[src/rtl/sim_halt_ctrl.sv]
// End-of-simulation sequencer: detects ebreak, illegal commits and commit starvation,
// drains the pipeline, then pulses finish with the halt report and keeps run counters.
module sim_halt_ctrl #(
  parameter int unsigned DRAIN_CYCLES = 4,
  parameter int unsigned WDOG_CYCLES  = 1024,
  parameter int unsigned CNT_W        = 64
) (
  input  logic             clock,
  input  logic             reset_n,
  input  logic             commit_valid,
  input  logic [31:0]      commit_inst,
  input  logic [31:0]      commit_pc,
  input  logic             commit_illegal,
  input  logic [31:0]      a0,
  output logic             halt_req,
  output logic             finish,
  output logic             halted,
  output logic [1:0]       halt_cause,
  output logic [31:0]      halt_code,
  output logic [31:0]      halt_pc,
  output logic             good_trap,
  output logic [CNT_W-1:0] cycle_cnt,
  output logic [CNT_W-1:0] instret_cnt
);

  typedef enum logic [1:0] {StRun, StDrain, StReport, StHalted} state_e;

  localparam logic [31:0]      Ebreak    = 32'h0010_0073;
  localparam logic [31:0]      WdogLast  = 32'(WDOG_CYCLES - 1);
  localparam logic [31:0]      WdogMax   = '1;
  localparam logic [7:0]       DrainInit = 8'(DRAIN_CYCLES - 1);
  localparam logic [CNT_W-1:0] CntMax    = '1;
  localparam logic [CNT_W-1:0] CntOne    = CNT_W'(1);

  state_e      state_q;
  logic [31:0] last_pc_q;
  logic [31:0] wdog_q;
  logic [7:0]  drain_q;

  logic trig_illegal, trig_ebreak, trig_wdog;

  // Illegal outranks ebreak; any commit in the expiry cycle suppresses the timeout.
  assign trig_illegal = commit_valid && commit_illegal;
  assign trig_ebreak  = commit_valid && !commit_illegal && (commit_inst == Ebreak);
  assign trig_wdog    = (WDOG_CYCLES != 0) && !commit_valid && (wdog_q == WdogLast);

  assign good_trap = (halt_cause == 2'd1) && (halt_code == 32'd0);

  always_ff @(posedge clock or negedge reset_n) begin
    if (!reset_n) begin
      state_q     <= StRun;
      last_pc_q   <= '0;
      wdog_q      <= '0;
      drain_q     <= '0;
      halt_req    <= 1'b0;
      finish      <= 1'b0;
      halted      <= 1'b0;
      halt_cause  <= 2'd0;
      halt_code   <= '0;
      halt_pc     <= '0;
      cycle_cnt   <= '0;
      instret_cnt <= '0;
    end else begin
      case (state_q)
        StRun: begin
          if (cycle_cnt != CntMax) cycle_cnt <= cycle_cnt + CntOne;
          if (commit_valid) begin
            if (instret_cnt != CntMax) instret_cnt <= instret_cnt + CntOne;
            last_pc_q <= commit_pc;
            wdog_q    <= '0;
          end else if (wdog_q != WdogMax) begin
            wdog_q <= wdog_q + 32'd1;
          end

          if (trig_illegal) begin
            halt_cause <= 2'd2;
            halt_code  <= commit_inst;
            halt_pc    <= commit_pc;
          end else if (trig_ebreak) begin
            halt_cause <= 2'd1;
            halt_code  <= a0;
            halt_pc    <= commit_pc;
          end else if (trig_wdog) begin
            halt_cause <= 2'd3;
            halt_code  <= 32'hFFFF_FFFF;
            halt_pc    <= last_pc_q;
          end

          if (trig_illegal || trig_ebreak || trig_wdog) begin
            halt_req <= 1'b1;
            drain_q  <= DrainInit;
            state_q  <= StDrain;
          end
        end

        StDrain: begin
          if (cycle_cnt != CntMax) cycle_cnt <= cycle_cnt + CntOne;
          if (drain_q == 8'd0) begin
            finish  <= 1'b1;
            state_q <= StReport;
          end else begin
            drain_q <= drain_q - 8'd1;
          end
        end

        StReport: begin
          finish  <= 1'b0;
          halted  <= 1'b1;
          state_q <= StHalted;
        end

        StHalted: begin
          // Terminal until reset; report and counters hold.
        end

        default: state_q <= StRun;
      endcase
    end
  end

endmodule
[config.mk]
export PLATFORM = sky130hd
export DESIGN_NAME = sim_halt_ctrl
export DESIGN_NICKNAME = d
export VERILOG_FILES = /design/src/rtl/sim_halt_ctrl.sv
export SDC_FILE = /design/constraint.sdc
export NUM_CORES = 1
export LEC_CHECK = 0
export ABC_AREA = 1
export CORE_MARGIN = 1.5
export CORE_UTILIZATION = 45
export CTS_BUF_LIST = sky130_fd_sc_hd__clkbuf_8
export CTS_CLUSTER_DIAMETER = 60
export DETAILED_ROUTE_END_ITERATION = 8
export PLACE_DENSITY = 0.73
export SLEW_MARGIN = 20
export SYNTH_ARGS = -nofsm -noshare
export SYNTH_HDL_FRONTEND = slang
export SYNTH_SLANG_ARGS = --single-unit
[constraint.sdc]
create_clock -name clock -period 1.95 [get_ports clock]
set_input_delay 0.195 -clock clock [delete_from_list [all_inputs] [get_ports clock]]
set_output_delay 0.195 -clock clock [all_outputs]
set_load 0.05 [all_outputs]
**Yosys cells after proc, flatten, opt, wreduce, memory -nomap -nowiden**

Index checks and enable logic that the tools add are counted.

- Bits of input ports: 100
- Register bits after elaboration: 271
- Output and inout bits: 198
- Word-level logic and storage cells: 73

- Reductions and logical operators: 27
- Equal/unequal tests: 11
- Add/subtract/negate cells: 4
- Muxes and demuxes: 19

Operator list:

| cell | count |
|---|---|
| 32-bit two-way mux | 8 |
| 64-bit by 1-bit adder with 64-bit output, second input constant | 2 |
| 64-bit != test, second input constant | 2 |
| 32-bit by 1-bit adder with 32-bit output, second input constant | 1 |
| 32-bit by 10-bit equality test with 1-bit output, second input constant | 1 |
| 32-bit by 21-bit equality test with 1-bit output, second input constant | 1 |
| 32-bit zero test | 1 |
| 32-bit != test, second input constant | 1 |
| 8-bit two-way mux | 2 |
| 8-bit one-hot mux with 2 select lines | 1 |
| 2-bit AND reduction | 6 |
| 2-bit two-way mux | 5 |
| 3-bit AND reduction | 3 |
| 8-bit zero test | 1 |
| 8-bit by 1-bit subtractor with 8-bit output, second input constant | 1 |
| 2-bit != test, second input constant | 3 |
| 2-bit one-hot mux with 3 select lines | 1 |
| 2-bit nonzero test | 3 |
| 3-bit nonzero test | 2 |
| 1-bit logical AND | 5 |
| 2-bit by 1-bit equality test with 1-bit output, second input constant | 2 |
| 2-bit equality test, second input constant | 1 |
| 1-bit zero test | 2 |
| 2-bit zero test | 1 |
| other kinds (4) | 5 |

**Longest topological paths before layout**

Gate-level depths: netlist (run 1).

- Depth in word-level cells: 7
- Gate-level depth with buffers: 13
- Gate-level depth less buffers: 12

**Worst setup path before layout (run 1)**

Ideal clock, no wire load.

- Kind: register to output
- Start: register halt_code[29]
- End: output good_trap
- Cell stages (with the launch flop): 3
- Path slack: -474 ps
- Required time: 1,755 ps
- Arrival time: 2,229 ps
- Path buffers: 0
- Cells stage by stage: dfrtp_1 > or4_1 > nor3_1

- Longest elaborated chain between the ends: 2

RTL lines:

| what | line | text |
|---|---|---|
| start, declared | 19 | `output logic [31:0] halt_code,` |
| start signal, assigned | 77 | `halt_code <= commit_inst;` |
| 32-bit zero test | 47 | `assign good_trap = (halt_cause == 2'd1) && (halt_code == 32'd0);` |
| 1-bit logical AND | 47 |  |
| end, declared | 21 | `output logic good_trap,` |

No other way between the ends.

**Worst setup path in the final report (run 1)**

- Start: register halt_code[5]
- End: output good_trap

Same word-level chain as after synthesis.

==> results.py, run 1 <==
metrics = {
    "global_routing": {
        "gr-total-overflow": 0,
        "use_met1_pct": 41.27,
        "grt_pass1_vias": 17370,
        "antenna_found_initial": 1,
        "grtUsageTotal_pct": 31.15,
        "grt_max_degree": 77,
        "grt_pass1_wl_um": 93060,
        "grtUsageMet2_pct": 51.88,
        "met3_usage_pct": 4.951,
        "busiest_layer": "met2",
    },
    "job": {
        "cap_violations": 0,
    },
    "sta": {
        "relSlewSlack_pct": 63.28,
        "fin_crit_sh_pct": 114.6,
        "setup_slack_ns": -0.2854,
        "rsz0062_at_grt": "true",
        "tightest_slew_ns": 0.5530,
        "hold_viol": 0,
        "period_needed_ns": 2.235,
        "setup_viol": 1,
        "slew_viol_final": 0,
        "fmax_ghz": 0.4473,
        "fin_skew_ns": 0.01814,
    },
    "detailed_routing": {
        "drt-initial-drc-count": 1279,
        "dr.pass1.iters": 7,
        "wire_per_inst_um": 17.17,
        "vias": 17950,
        "drtAntennaViolNets": 0,
        "wl_um": 59610,
        "drcViolationCount": 0,
        "viasPerCell": 5.171,
    },
    "cells_and_area": {
        "final_nets": 3085,
        "fin_util_pct": 65.37,
        "layout-drive-gt1-share_pct": 18.17,
        "area_growth_pct": 42.66,
        "fillCellCount": 3269,
    },
    "worst_setup_path": {
        "critPathLaunchType": "flip-flop",
        "end_kind": "output port",
        "cp_max_fo": 3,
        "worst_path_max_delay_cell": "dfrtp_1",
        "reg2reg_slack_ns": 0.01,
        "arrival_ns": 2.04,
        "reg2reg_to": "cycle_cnt[41]",
        "worst_path_dominant_cell_family": "simple AND/OR/NAND/NOR gates",
        "cp_cell_sequence": "nor4_2, and2_1, nand4_1, nor3_4, buf_12",
        "path_class": "flip-flop to output port",
        "timing.rr.start": "cycle_cnt[42]",
        "reg2reg_depth": 11,
        "cp.required_ns": 1.75,
        "cp_num_buf_inv": 1,
        "cp-endpoint": "good_trap",
        "crit_cells": 5,
        "crit_start": "halt_code[5]",
        "critical_path.max_stage_delay_ns": 0.41,
    },
    "logic_synthesis": {
        "synth_area_leader_cell": "dfrtp_1",
        "synthTopCellsByArea": "dfrtp_1 42%, nand2_1 24%, nor2_1 6.3%, o21ai_0 4.7%, inv_1 4.1%",
        "ys_types": 38,
        "synth.top_cell.area_share_pct": 41.61,
        "postSynthCellCount": 2409,
        "synth_area_um2": 16300,
        "synth_fp_nets": 2519,
        "ys_seq_area_share_pct": 41.61,
        "ys_seq_elements": 271,
        "syn_area_per_cell_um2": 6.765,
        "ys.warnings.count": 0,
    },
    "clock_network": {
        "htree_num_levels": 2,
        "clk_pin_slew_ns": 0.06,
        "cts_buffers": 47,
        "clock_latency_ns": 0.64,
        "root_buffer": "clkbuf_8",
        "cts_tree": "yes",
        "cts_buffer_depth": 3,
        "cts.sinks": 271,
    },
    "floorplanning": {
        "initial_core_util_pct": 45.82,
        "die_h_um": 193.3,
        "die_w_um": 193.3,
        "core_um2": 35570,
        "fp-row-count": 69,
        "ios": 298,
        "die_area_um2": 37370,
    },
    "power": {
        "peakVddDrop_uv": 1222,
        "power_density_nw_per_um2": 994.8,
        "leakagePower_nw": 11.49,
    },
    "place": {
        "dpl.hpwl_um": 45170,
        "place_ws_ns": -0.2923,
        "io_buffers": 297,
        "gp_congestion": 0.9816,
    },
    "min_path": {
        "holdCritPathClass": "input port to async pin",
    },
    "run_status": {
        "violations": "setup timing",
        "outcome": "finished, violations left",
    },
}
flip-flops by register name (all words and copies together) (netlist names):
signal and count:
cycle_cnt 64, instret_cnt 64, halt_code 32, halt_pc 32
last_pc_q 32, wdog_q 32, drain_q 8, halt_cause 2
state_q 2, finish 1, halt_req 1, halted 1
cells by family after synthesis:
family,count (synthesis),synth area share (%)
XOR/XNOR,94,5.052
flip-flops,271,41.61
buffers and inverters,256,6.672
adder cells (fa/ha/maj),10,0.7678
AO/OA/AOI/OAI,194,6.296
AND/OR/NAND/NOR,1584,39.60
worst min path at each step:
stage	depth (start not counted)	slack, ns	start	end
floorplan	0	-0.10	reset_n	cycle_cnt[0]
global placement	1	0.12	reset_n	cycle_cnt[11]
detailed placement	1	0.12	reset_n	cycle_cnt[11]
CTS	2	0.04	reset_n	cycle_cnt[55]
global route	2	0.07	reset_n	cycle_cnt[22]
finish	2	0.07	reset_n	cycle_cnt[8]
Yosys cell counts:
cell      count
a21o_1        1
a21oi_1       2
a31oi_1       2
and2_0        1
and2_1        2
and3_1        1
buf_1         1
buf_2        27
buf_4        12
buf_6         6
clkbuf_1     20
clkbuf_2      2
dfrtp_1     271
ha_1         10
inv_1       177
inv_2        11
nand2_1    1035
nand2_2       4
nand2_4       2
nand3_1     116
nand3_2       4
nand3b_1      3
nand4_1      49
nor2_1      273
nor2_2        9
nor2_4        3
nor3_1       71
nor3_2        1
nor3b_1       2
nor4_1        4
o21ai_0     153
o21ai_1       4
o21ai_4       1
o22ai_1      31
or2_2         3
or4_1         1
xnor2_1      30
xor2_1       64
timing repair:
action / CTS / global route
hold endpoints to repair: 271 / 0
buffers inserted: 6 / 11
hold buffers: 1 / 0
pin swaps: 6 / 12
resized for setup: 212 / 105
gates cloned: 3 / 7
setup endpoints to repair: 253 / 164
metal layers:
layer  vias up  wire length [um]
met1      8473             25770
li1       8762                 -
met3       131              3438
met4         0              2112
met5         -                 0
met2       587             28290
power by group:
group | switching [mW] | total [mW] | internal [mW]
Combinational | 6.69 | 10.0 | 3.32
Clock | 2.51 | 5.36 | 2.85
Sequential | 0.900 | 7.76 | 6.86
per-stage QoR:
step	hold slack (ns)	std cells	area [um^2]	power [mW]	TNS, ns
6_report	0.07373	3472	23250	23.13	-0.2854
5_1_grt	0.07097	3472	23250	24.33	-1.929
4_1_cts	0.03847	3453	22740	22.58	-0.4960
3_5_place_dp	0.1194	3360	21790	17.37	-19.01
3_3_place_gp	0.1214	3360	21790	17.17	-17.60
2_1_floorplan	-0.1006	2409	16390	13.68	0
placed cells by master (no fill, tap or decap), types with 4 or more instances in the layout:
cell and instances:
buf_4 259, inv_2 12, dfrtp_1 227, nand3_2 5
nand3_1 113, dlygate4sd2_1 183, ha_1 6, nor2_1 252
o22ai_1 31, nand2_4 5, dfrtp_2 44, inv_1 185
xnor2_1 30, nand2_1 996, nor3_1 49, xor2_1 64
o21ai_0 152, o21ai_1 5, nand4_1 49, clkbuf_16 4
nor3_2 21, clkdlybuf4s50_1 98, buf_12 23, clkbuf_8 62
nor2_2 23, nor2_4 10, clkdlybuf4s15_1 5, nand2_2 40
clkinv_2 8
layout make-up:
cell class / instances / area [um^2] / share of cell area (%)
Antenna cell: 1 / 2.502 / 0.01076
Inverter: 188 / 718.2 / 3.089
Tap cell: 461 / 576.8 / 2.481
Clock inverter: 22 / 111.4 / 0.4790
Multi-Input combinational cell: 1882 / 8828 / 37.97
Clock buffer: 62 / 853.3 / 3.670
Sequential cell: 271 / 6837 / 29.40
Timing Repair Buffer: 585 / 5323 / 22.89
worst register-to-register path: cells and delay by family, from the launching register on:
family                 cells  cell delay [ns]
DFF                        1             0.39
and+or+nand+nor            9             1.14
buffers and inverters      2             0.36
(Power assumes the default switching activity.)
==> run 2, diff against run 1 <==
--- a/config.mk
+++ b/config.mk
@@ -11,7 +11,7 @@
 export CTS_BUF_LIST = sky130_fd_sc_hd__clkbuf_8
 export CTS_CLUSTER_DIAMETER = 60
 export DETAILED_ROUTE_END_ITERATION = 8
-export PLACE_DENSITY = 0.73
+export PLACE_DENSITY = 0.7
 export SLEW_MARGIN = 20
 export SYNTH_ARGS = -nofsm -noshare
 export SYNTH_HDL_FRONTEND = slang
==> constraint.sdc (replaced) <==
create_clock -name clock -period 2.1 [get_ports clock]
set_input_delay 0.21 -clock clock [delete_from_list [all_inputs] [get_ports clock]]
set_output_delay 0.21 -clock clock [all_outputs]
set_load 0.05 [all_outputs]
==> results.py, run 2 (synthesis results as in run 1) <==
metrics = {
    "power": {
        "switchingPower_mw": 9.203,
        "p_int_mw": 12.29,
        "p_clk_share_pct": 25.4,
        "switching_share_pct": 42.81,
        "finalPower_mw": 21.50,
        "leakagePower_nw": 11.10,
        "peakVddDrop_uv": 1065,
        "seqPwrFrac_pct": 33.7,
        "p_comb_share_pct": 40.9,
        "power_density_nw_per_um2": 960.9,
    },
    "worst_setup_path": {
        "end_kind": "output port",
        "cp.required_ns": 1.89,
        "arrival_ns": 2.02,
        "cp_max_fo": 3,
        "worst_path_max_delay_cell": "or4_4",
        "critical_path.max_stage_delay_ns": 0.56,
        "cp_num_buf_inv": 1,
        "worst_path_dominant_cell_family": "simple AND/OR/NAND/NOR gates",
        "path_class": "flip-flop to output port",
        "critPathLaunchType": "flip-flop",
        "cp_cell_sequence": "or4_4, nor3_4, buf_12",
    },
    "sta": {
        "period_needed_ns": 2.235,
        "whs_ns": 0.05882,
        "rsz0062_at_grt": "true",
        "setup_slack_ns": -0.1346,
        "relSlewSlack_pct": 58.70,
        "slew_viol_final": 0,
        "tightest_slew_ns": 0.6220,
        "hold_viol": 0,
        "fmax_ghz": 0.4475,
        "fin_crit_sh_pct": 106.4,
        "fin_skew_ns": 0.01789,
        "setup_viol": 1,
    },
    "cells_and_area": {
        "final_common_cell": "nand2_1",
        "seqCellArea_um2": 6792,
        "area_growth_pct": 37.27,
        "reg.largest.list": "cycle_cnt (64), instret_cnt (64)",
        "stdcell_area_um2": 22370,
        "final_cell_mix": "1032 x nand2_1, 270 x nor2_1, 263 x dfrtp_1",
        "multi_input_area_um2": 8529,
        "layout-drive-gt1-share_pct": 11.94,
        "final_nets": 3007,
        "stdcell_count": 3393,
        "fillCellCount": 3326,
        "antenna_cells": 0,
    },
    "place": {
        "gp_congestion": 1.001,
        "dpl.hpwl_um": 43870,
        "placed_cells": 3296,
        "io_buffers": 297,
        "post_dp_cell_area_um2": 21230,
    },
    "detailed_routing": {
        "wl_um": 56980,
        "viasPerCell": 5.169,
        "wire_per_inst_um": 16.79,
        "drtAntennaViolNets": 0,
        "dr.pass1.iters": 6,
        "vias": 17540,
        "drt-initial-drc-count": 1325,
        "drcViolationCount": 0,
    },
    "global_routing": {
        "grt_pass1_wl_um": 91140,
        "grtUsageTotal_pct": 30.15,
        "grt_max_degree": 71,
        "grt_pass1_vias": 16910,
        "gr-total-overflow": 0,
        "antenna_found_initial": 0,
    },
    "floorplanning": {
        "die_h_um": 193.3,
        "initial_core_util_pct": 45.82,
        "fp-row-count": 69,
        "die_w_um": 193.3,
        "die_area_um2": 37370,
        "core_um2": 35570,
        "ios": 298,
    },
    "clock_network": {
        "cts.sinks": 271,
        "htree_num_levels": 2,
        "cts_buffers": 50,
        "clock_latency_ns": 0.64,
        "cts_buffer_depth": 3,
        "root_buffer": "clkbuf_8",
        "cts_tree": "yes",
        "clk_pin_slew_ns": 0.06,
    },
    "run_status": {
        "outcome": "finished, violations left",
        "violations": "setup timing",
    },
    "job": {
        "cap_violations": 0,
    },
    "min_path": {
        "holdCritPathClass": "input port to async pin",
    },
}
run 2: worst paths after layout:
check	depth (start not counted)	slack, ns	startpoint	to
min in group clock	3	0.16	commit_pc[30]	last_pc_q[30]
max in group asynchronous	4	1.27	reset_n	last_pc_q[8]
worst min-delay path	2	0.06	reset_n	instret_cnt[27]
worst min register to register	2	0.48	halt_pc[13]	halt_pc[13]
worst max register to register	10	0.12	instret_cnt[26]	instret_cnt[36]
worst max-delay path	3	-0.13	halt_code[29]	good_trap
run 2: cell type report:
cell class | count | area share (%)
multi-input cells | 1882 | 38.13
flip-flops and latches | 271 | 30.36
repair buffers | 504 | 21.02
clock buffers | 62 | 3.815
clock inverters | 25 | 0.9285
well taps | 461 | 2.578
inverters | 188 | 3.166
run 2: layer usage:
metal / global-route usage (%) / share of wire (%) / routed length (um)
met5: 0 / 0 / 0
met4: 9.762 / 3.0 / 1712
met3: 5.387 / 7.3 / 4176
met2: 48.49 / 46 / 26050
met1: 41.20 / 44 / 25040
run 2: power groups by stage:
| stage | Sequential (mW) | Combinational, mW | Clock, mW |
|---|---|---|---|
| floorplan | 9.51 | 3.14 | 0 |
| global placement | 7.28 | 8.65 | 0 |
| detailed placement | 7.28 | 8.83 | 0 |
| CTS | 7.22 | 8.68 | 5.59 |
| global route | 7.38 | 9.44 | 5.83 |
| finish | 7.24 | 8.79 | 5.47 |
run 2: stage by stage:
| stage | util, % | worst slack, ns | setup TNS (ns) |
|---|---|---|---|
| after floorplan | - | 0.04632 | 0 |
| after global placement | 59.68 | -0.1077 | -0.3083 |
| after detailed placement | 59.68 | -0.1783 | -4.270 |
| after CTS | 62.20 | -0.2216 | -0.2351 |
| after global routing | 62.89 | -0.3062 | -0.3072 |
| final | 62.89 | -0.1346 | -0.1346 |
run 2: timing repair:
item                                    in CTS  in global routing
pin swaps                                    0                  5
endpoints found under the setup margin     143                135
gates cloned                                 0                  2
endpoints found under the hold margin      245                  0
hold buffers                                 1                  0
resized for setup                          141                 41
setup buffers                                0                  7
